--- src/rtl/mem_stage_rv32.sv ---
// RV32I memory stage: issues word-bus load/store requests, aligns and extends load data,
// and passes non-memory results to writeback. Optional bus timeout: define MEM_TIMEOUT_EN.
module mem_stage_rv32 #(
    parameter int unsigned TIMEOUT_CYCLES = 64
) (
    input  logic        iCLK,
    input  logic        iRST,
    input  logic        iRW,
    input  logic        iMEM,
    input  logic [31:0] iMEMADDR,
    input  logic [31:0] iMEMDATA,
    input  logic [31:0] iDregDATA,
    input  logic [4:0]  iDregADDR,
    input  logic [4:0]  iDecodedOP,
    input  logic [1:0]  iINVALID,
    output logic        oBUSREQ,
    output logic        oBUSWE,
    output logic [29:0] oBUSADDR,
    output logic [31:0] oBUSWDATA,
    output logic [3:0]  oBUSBE,
    input  logic [31:0] iBUSRDATA,
    input  logic        iBUSACK,
    output logic [31:0] oDregDATA,
    output logic [4:0]  oDregADDR,
    output logic        oWBVALID,
    output logic        oSTALL,
    output logic [3:0]  oINVALID
);

    typedef enum logic {
        IDLE = 1'b0,
        BUSY = 1'b1
    } state_t;

    state_t      state_q;

    logic        busreq_q;
    logic        buswe_q;
    logic [29:0] busaddr_q;
    logic [31:0] buswdata_q;
    logic [3:0]  busbe_q;
    logic [31:0] dreg_data_q;
    logic [4:0]  dreg_addr_q;
    logic        wbvalid_q;
    logic        stall_q;
    logic [3:0]  inv_q;

    // Per-access context kept while the bus cycle is outstanding
    logic        rw_q;
    logic [4:0]  op_q;
    logic [1:0]  off_q;
    logic [1:0]  pinv_q;

`ifdef MEM_TIMEOUT_EN
    localparam int unsigned CNT_W = $clog2(TIMEOUT_CYCLES + 1);
    logic [CNT_W-1:0] cnt_q;
`endif

    logic        is_h;
    logic        is_w;
    logic        misalign;
    logic [3:0]  be_d;
    logic [31:0] wdata_d;
    logic [31:0] lane;
    logic [31:0] load_d;

    always_comb begin
        is_h     = iDecodedOP[1] | iDecodedOP[4];
        is_w     = iDecodedOP[2];
        misalign = (is_h & iMEMADDR[0]) | (is_w & (|iMEMADDR[1:0]));

        if (is_w) begin
            be_d    = 4'b1111;
            wdata_d = iMEMDATA;
        end else if (is_h) begin
            be_d    = 4'b0011 << iMEMADDR[1:0];
            wdata_d = {2{iMEMDATA[15:0]}};
        end else begin
            be_d    = 4'b0001 << iMEMADDR[1:0];
            wdata_d = {4{iMEMDATA[7:0]}};
        end
    end

    // Shift the addressed lane down to bit 0, then extend by access size
    always_comb begin
        lane = iBUSRDATA >> {off_q, 3'b000};
        if (op_q[0]) begin
            load_d = {{24{lane[7]}}, lane[7:0]};
        end else if (op_q[1]) begin
            load_d = {{16{lane[15]}}, lane[15:0]};
        end else if (op_q[3]) begin
            load_d = {24'h0, lane[7:0]};
        end else if (op_q[4]) begin
            load_d = {16'h0, lane[15:0]};
        end else begin
            load_d = iBUSRDATA;
        end
    end

    always_ff @(posedge iCLK) begin
        if (iRST) begin
            state_q     <= IDLE;
            busreq_q    <= 1'b0;
            buswe_q     <= 1'b0;
            busaddr_q   <= '0;
            buswdata_q  <= '0;
            busbe_q     <= '0;
            dreg_data_q <= '0;
            dreg_addr_q <= '0;
            wbvalid_q   <= 1'b0;
            stall_q     <= 1'b0;
            inv_q       <= '0;
            rw_q        <= 1'b0;
            op_q        <= '0;
            off_q       <= '0;
            pinv_q      <= '0;
`ifdef MEM_TIMEOUT_EN
            cnt_q       <= '0;
`endif
        end else begin
            wbvalid_q <= 1'b0;
            inv_q     <= '0;
            case (state_q)
                IDLE: begin
                    dreg_addr_q <= iDregADDR;
                    if (!iMEM) begin
                        dreg_data_q <= iDregDATA;
                        wbvalid_q   <= (iDregADDR != 5'd0);
                        inv_q       <= {2'b00, iINVALID};
                    end else if (misalign) begin
                        dreg_data_q <= '0;
                        inv_q       <= {2'b01, iINVALID};
                    end else begin
                        state_q     <= BUSY;
                        stall_q     <= 1'b1;
                        busreq_q    <= 1'b1;
                        buswe_q     <= ~iRW;
                        busaddr_q   <= iMEMADDR[31:2];
                        busbe_q     <= be_d;
                        buswdata_q  <= wdata_d;
                        dreg_data_q <= '0;
                        rw_q        <= iRW;
                        op_q        <= iDecodedOP;
                        off_q       <= iMEMADDR[1:0];
                        pinv_q      <= iINVALID;
`ifdef MEM_TIMEOUT_EN
                        cnt_q       <= '0;
`endif
                    end
                end
                BUSY: begin
                    if (iBUSACK) begin
                        state_q    <= IDLE;
                        stall_q    <= 1'b0;
                        busreq_q   <= 1'b0;
                        buswe_q    <= 1'b0;
                        busaddr_q  <= '0;
                        buswdata_q <= '0;
                        busbe_q    <= '0;
                        inv_q      <= {2'b00, pinv_q};
                        if (rw_q) begin
                            dreg_data_q <= load_d;
                            wbvalid_q   <= (dreg_addr_q != 5'd0);
                        end
                    end
`ifdef MEM_TIMEOUT_EN
                    else if (cnt_q == CNT_W'(TIMEOUT_CYCLES - 1)) begin
                        // Counter would reach the limit on this edge: abandon the access
                        state_q    <= IDLE;
                        stall_q    <= 1'b0;
                        busreq_q   <= 1'b0;
                        buswe_q    <= 1'b0;
                        busaddr_q  <= '0;
                        buswdata_q <= '0;
                        busbe_q    <= '0;
                        inv_q      <= {2'b10, pinv_q};
                    end else begin
                        cnt_q <= cnt_q + 1'b1;
                    end
`endif
                end
                default: state_q <= IDLE;
            endcase
        end
    end

    assign oBUSREQ   = busreq_q;
    assign oBUSWE    = buswe_q;
    assign oBUSADDR  = busaddr_q;
    assign oBUSWDATA = buswdata_q;
    assign oBUSBE    = busbe_q;
    assign oDregDATA = dreg_data_q;
    assign oDregADDR = dreg_addr_q;
    assign oWBVALID  = wbvalid_q;
    assign oSTALL    = stall_q;
    assign oINVALID  = inv_q;

endmodule

--- config.mk ---
export PLATFORM = sky130hd
export DESIGN_NAME = mem_stage_rv32
export DESIGN_NICKNAME = d
export VERILOG_FILES = /design/src/rtl/mem_stage_rv32.sv
export SDC_FILE = /design/constraint.sdc
export NUM_CORES = 1
export LEC_CHECK = 0
export CAP_MARGIN = 15
export CORE_AREA = 2 2 119 121
export CTS_CLUSTER_DIAMETER = 60
export DETAILED_ROUTE_END_ITERATION = 8
export DIE_AREA = 0 0 121 123
export GPL_ROUTABILITY_DRIVEN = 0
export GPL_TIMING_DRIVEN = 0
export HOLD_SLACK_MARGIN = 0.08
export PLACE_DENSITY = 0.78
export SETUP_SLACK_MARGIN = 0.15
export SLEW_MARGIN = 0
export SYNTH_ARGS = -nofsm -noshare
export SYNTH_HDL_FRONTEND = slang
export SYNTH_SLANG_ARGS = --single-unit
--- constraint.sdc ---
create_clock -name iCLK -period 2.1 [get_ports iCLK]
set_clock_uncertainty 0.05 [all_clocks]
set_input_delay 0.63 -clock iCLK [delete_from_list [all_inputs] [get_ports iCLK]]
set_output_delay 0.63 -clock iCLK [all_outputs]
set_load 0.01 [all_outputs]
# [After elaboration in Yosys (flattened, before gate mapping)]
# Index checks and enable logic that the tools add are counted.
[classes] eq_ne=4 shifts=3 mux=43 bitwise=7 n_reduce_logical=6
[ops] cell="two-way mux 32 bit" n=12
[ops] cell="case mux 32 bit (2 select lines)" n=2
[ops] cell="two-way mux 30 bit" n=3
[ops] cell="case mux 30 bit (2 select lines)" n=1
[ops] cell="right shift 32 x 5 -> 16 bit" n=1
[ops] cell="two-way mux 4 bit" n=5
[ops] cell="case mux 4 bit (2 select lines)" n=2
[ops] cell="two-way mux 1 bit" n=11
[ops] cell="nonzero test 5 bit" n=2
[ops] cell="case mux 1 bit (2 select lines)" n=4
[ops] cell="two-way mux 3 bit" n=2
[ops] cell="!= test 2 bit, second input constant" n=3
[ops] cell="AND reduction 3 bit" n=2
[ops] cell="<< shifter 1 x 2 -> 4 bit, first input constant" n=1
[ops] cell="<< shifter 2 x 2 -> 4 bit, first input constant" n=1
[ops] cell="NOT 1 bit" n=3
[ops] cell="AND 1 bit" n=2
[ops] cell="two-way mux 2 bit" n=1
[ops] cell="!= test 2 x 1 -> 1 bit, second input constant" n=1
[ops] cell="OR 1 bit" n=2
[ops] cell="AND reduction 2 bit" n=1
[ops] cell="OR reduction 2 bit" n=1
[word_totals] regBits=121 inputBits=145 out_inout_bits=111 elab_cells=77

# [Logic depth before layout (Yosys ltp)]
# Gate-level depths: netlist of run 1.
[depth] depth_word=8 ltp_mapped=8 depth_no_buf=4

# [Worst setup path before layout of run 1]
# Ideal clock, no wire load.
[synth_timing] path_kind="input -> register" start="input iDecodedOP[2]" end="register buswdata_q[23], in the netlist oBUSWDATA[23]" setup_ns=0.131 arrival_time_ns=1.783 required_ns=1.919 slack_ns=0.136 stages=7 path_buffers=3 path_cell_list="buf_2 > and2_1 > or3_1 > buf_6 > buf_6 > nand3_1 > o31ai_2"
[synth_between] elab_chain_len=4 elab_cells_between_ends=8 cone_classes="eq/ne (1); mux (4); bitwise (2); reduce/logical (1)"
[synth_lines] element="start, declared" line="14" text="input logic [4:0] iDecodedOP,"
[synth_lines] element="two-way mux 32 bit or AND 1 bit (tied branches)" line="72, 70"
[synth_lines] element="two-way mux 32 bit or OR 1 bit (tied branches)" line="130, 70"
[synth_lines] element="two-way mux 32 bit or != test 2 bit (tied branches)"
[synth_lines] element="case mux 32 bit (2 select lines) or AND reduction 3 bit (tied branches)"
[synth_lines] element="end signal, assigned" line="140" text="buswdata_q <= wdata_d;"
[synth_lines] element="end, declared" line="40" text="logic [31:0] buswdata_q;"
# Several ways; a longest one is shown, not always the timed one. The select of a mux whose other input is x is not followed.
# A chain may end at the register's enable or synchronous reset.

# [Worst setup path after layout of run 1]
[layout_timing] start="input iDecodedOP[2]" end="register busaddr_q[5], in the netlist oBUSADDR[5]"
[layout_between] elab_chain_len=4
[layout_lines] element="AND 1 bit" line="70" text="misalign = (is_h & iMEMADDR[0]) | (is_w & (|iMEMADDR[1:0]));"
[layout_lines] element="OR 1 bit" line="70"
[layout_lines] element="!= test 2 bit (no line)"
[layout_lines] element="AND reduction 3 bit (no line)"
[layout_lines] element="end signal, assigned" line="138" text="busaddr_q <= iMEMADDR[31:2];"
[layout_lines] element="end, declared" line="39" text="logic [29:0] busaddr_q;"
# Every way passes these cells.

==> metrics.txt, run 1 <==
# rows=43; Pleak=a little under 4 nW; largest net degree at the start of global routing=17; fin. max-slew vios=0; maximum fanout along the worst path=10; Yosys cell types=47; Port Buffers=253; H-tree depth=4; share of layout cells above drive strength 1=13.7%; DR pass1 iterations=5; sequential share of the synthesized area=43.7%; top cells by area, synth=dfxtp_1, a22o_1, mux2i_1; cell area after layout=just under 9000 um^2; MaxCap Viol Count=0; Power Dens Cells=between 700 and 800 nW/um^2; later-pin clock latency in the skew report=0.42 ns; Ys Warns=0; Hold WS=0.419 ns; Area after DPL=between 8000 and 9000 um^2; DRC=0; Post-DP HPWL=approximately 16000 um; Worst Path Required=about 2.4 ns; Fmax=520 MHz; Final Hold Fails=0; area grow syn2layout=62.1%; drt total wl=roughly 20000 um; antenna violations before repair=1; Slew @ Worst Pin=slightly below 0.7 ns; minimum clock period=between 1.5 and 2 ns; io pins=256; hold depth=2; starting density of the core=around two fifths; CTS buffer count=17; DR vias/cell=approximately 5.6; gr ovfl total=0; Die Y=~120 um; Worst-path clk slew=about 0.050 ns; NumNets Final=just under 1000; die area=approximately 15000 um^2; critical path buffer and inverter count=3; DRT iter0 DRCs=about 470; Synth top area share=a little over two fifths; commonest non-fill, non-tap cells in the layout=clkdlybuf4s50_1, dfxtp_1, dlygate4sd2_1; r2r startpoint=off_q[0]; reg-to-reg endpoint=oDregDATA[17]; synthesized flop and latch total=119; cell repeated most along the worst path=o31a_1; Final ANT Viol Nets=0; die span in x=121 um; Slowest-stage cell, CP=o31a_1; most common cell after layout, fill and taps aside=clkdlybuf4s50_1; leading area contributor after synthesis=dfxtp_1; beginning of the worst hold path=oBUSBE[3]; Slew headroom=a little over half; Mapped Nets=roughly 710; vias in the first global route=5903; wire length of the first global-routing pass=30900 um; Mapped Area=about 5500 um^2; worst hold path endpoint=oBUSBE[3]; ys async rst share=0%; final period utilization=91.5%; Crit Path Class=input pin to register; Cell Chain, Critical Path=dlygate4sd2_1 > o31a_1 > o31a_1 > buf_6 > clkbuf_4 > a22o_1; outcome=complete, no violations; crit path DAT=approximately 2.2 ns; crit-path max cell delay=roughly 0.37 ns; Clock Sinks=119; cells on worst reg2reg path=6; syn_area_per_cell=9.67 um^2; worst vdd ir=approximately 0.49 mV; critical path launch point type=input pin; RSZ-0062 raised after global routing=yes; CTS max path bufs=2; Post-synth EDFFs=0; Filler Cells Inserted=1117; ys flop type=dfxtp_1; overall global routing resource usage=between 20% and 30%; Core Box Area=around 14000 um^2; r2r setup slk=~0.25 ns; Syn Inst Count=between 500 and 600; CTS tree=built; Final setup viols=0; root buffer cell=clkbuf_16; hold buffers post-CTS=0; Hold WC Path Type=register to register; Top delay family on crit path=compound AO/OA/AOI/OAI gates; WL/cell=between 15 and 20 um; Crit. End Element=register; via count=between 5000 and 6000
-- repair_timing --
| item | in CTS | in global routing |
|---|---|---|
| buffers inserted | 3 | 3 |
| resized for setup | 130 | 30 |
| pin swaps | 5 | 4 |
| setup endpoints to repair | 218 | 52 |
-- per-stage QoR --
step / std cells / setup TNS [ns] / power, mW / utilization, % / worst slack [ns]
6_report: 1036 / 0 / 6.61 / 65.0 / 0.179
2_1_floorplan: 564 / 0 / 3.05 / - / 0.142
3_5_place_dp: 997 / -56.21 / 3.75 / 60.4 / -0.729
4_1_cts: 1032 / 0 / 6.61 / 64.3 / 0.121
5_1_grt: 1036 / 0 / 6.85 / 65.0 / 0.135
3_3_place_gp: 997 / -52.49 / 3.72 / 60.4 / -0.637
-- cell families after synthesis --
kind of cell,synth area share [%]
and+or+nand+nor,13.2
buffers and inverters,5.04
DFF,43.7
other,0.0687
xor gates and xnor gates,0.321
muxes,7.68
AOI/OAI and AO/OA,30.0
-- worst register-to-register path, stage by stage (launching register included) --
cell      delay (ns)
dfxtp_1         0.38
buf_6           0.17
mux2i_4         0.28
o22ai_4         0.12
nor4b_4         0.37
buf_4           0.23
a221oi_1        0.10
-- where the power goes --
| part | leakage [nW] | switching [mW] | total (mW) | internal, mW |
|---|---|---|---|---|
| Combinational | 2.63 | 0.595 | 1.22 | 0.626 |
| Clock | 0.289 | 1.06 | 2.94 | 1.87 |
| Sequential | 0.972 | 0.0705 | 2.46 | 2.38 |
-- worst max-delay path by stage --
stage / start / cells past startpoint / to
after floorplan: iDecodedOP[2] / 6 / oBUSADDR[10]
after global placement: iMEM / 5 / oDregDATA[23]
after detailed placement: iMEM / 5 / oDregDATA[28]
after CTS: iBUSACK / 5 / oDregDATA[24]
after global routing: iBUSACK / 5 / oDregDATA[4]
final: iDecodedOP[2] / 6 / oBUSADDR[5]
-- per-layer routing --
metal  part of all wire [%]  vias to the layer above  track usage, %
li1                       -                     2703               -
met1                     38                     2756            29.3
met2                     49                      323            47.5
met3                     10                       35            10.2
met4                    2.2                        0            9.01
met5                      0                        -               0
-- flip-flops by register name (all words and copies together) (netlist names) --
signal,count
oBUSADDR,30
oBUSBE,4
oBUSWDATA,32
oBUSWE,1
oDregADDR,5
oDregDATA,32
oINVALID,3
oSTALL,1
oWBVALID,1
off_q,2
op_q,4
pinv_q,2
rw_q,1
state_q,1
-- synthesized netlist by cell type, drive strengths merged, types with 3 or more instances --
cell / instances
a21o: 7
a21oi: 16
a221oi: 31
a22o: 62
a22oi: 18
a31oi: 10
buf: 30
clkbuf: 22
dfxtp: 119
inv: 3
mux2: 15
mux2i: 25
nand2: 45
nand2b: 27
nand3: 10
nor2: 25
nor2b: 12
nor3: 4
nor4: 5
o21a: 8
o21ai: 32
o221ai: 9
o31ai: 9
-- cell type report --
| class | count | area, um^2 | share of cell area [%] |
|---|---|---|---|
| clock buffers | 22 | 484 | 5.47 |
| flip-flops and latches | 119 | 2380 | 26.9 |
| diodes | 1 | 2.50 | 0.0283 |
| repair buffers | 259 | 2440 | 27.6 |
| plain buffers | 52 | 308 | 3.48 |
| well taps | 180 | 225 | 2.55 |
| multi-input cells | 390 | 2880 | 32.5 |
| inverters | 3 | 11.3 | 0.127 |
| clock inverters | 10 | 119 | 1.34 |
No activity file was read; power rests on OpenSTA's default activity.
==> run 2: changes to the inputs <==
--- a/config.mk
+++ b/config.mk
@@ -5,7 +5,7 @@
 export SDC_FILE = /design/constraint.sdc
 export NUM_CORES = 1
 export LEC_CHECK = 0
-export CAP_MARGIN = 15
+export CAP_MARGIN = 0
 export CORE_AREA = 2 2 119 121
 export CTS_CLUSTER_DIAMETER = 60
 export DETAILED_ROUTE_END_ITERATION = 8
==> results of run 2 <==
The final DEF is identical to that of run 1; final timing and power are the same.
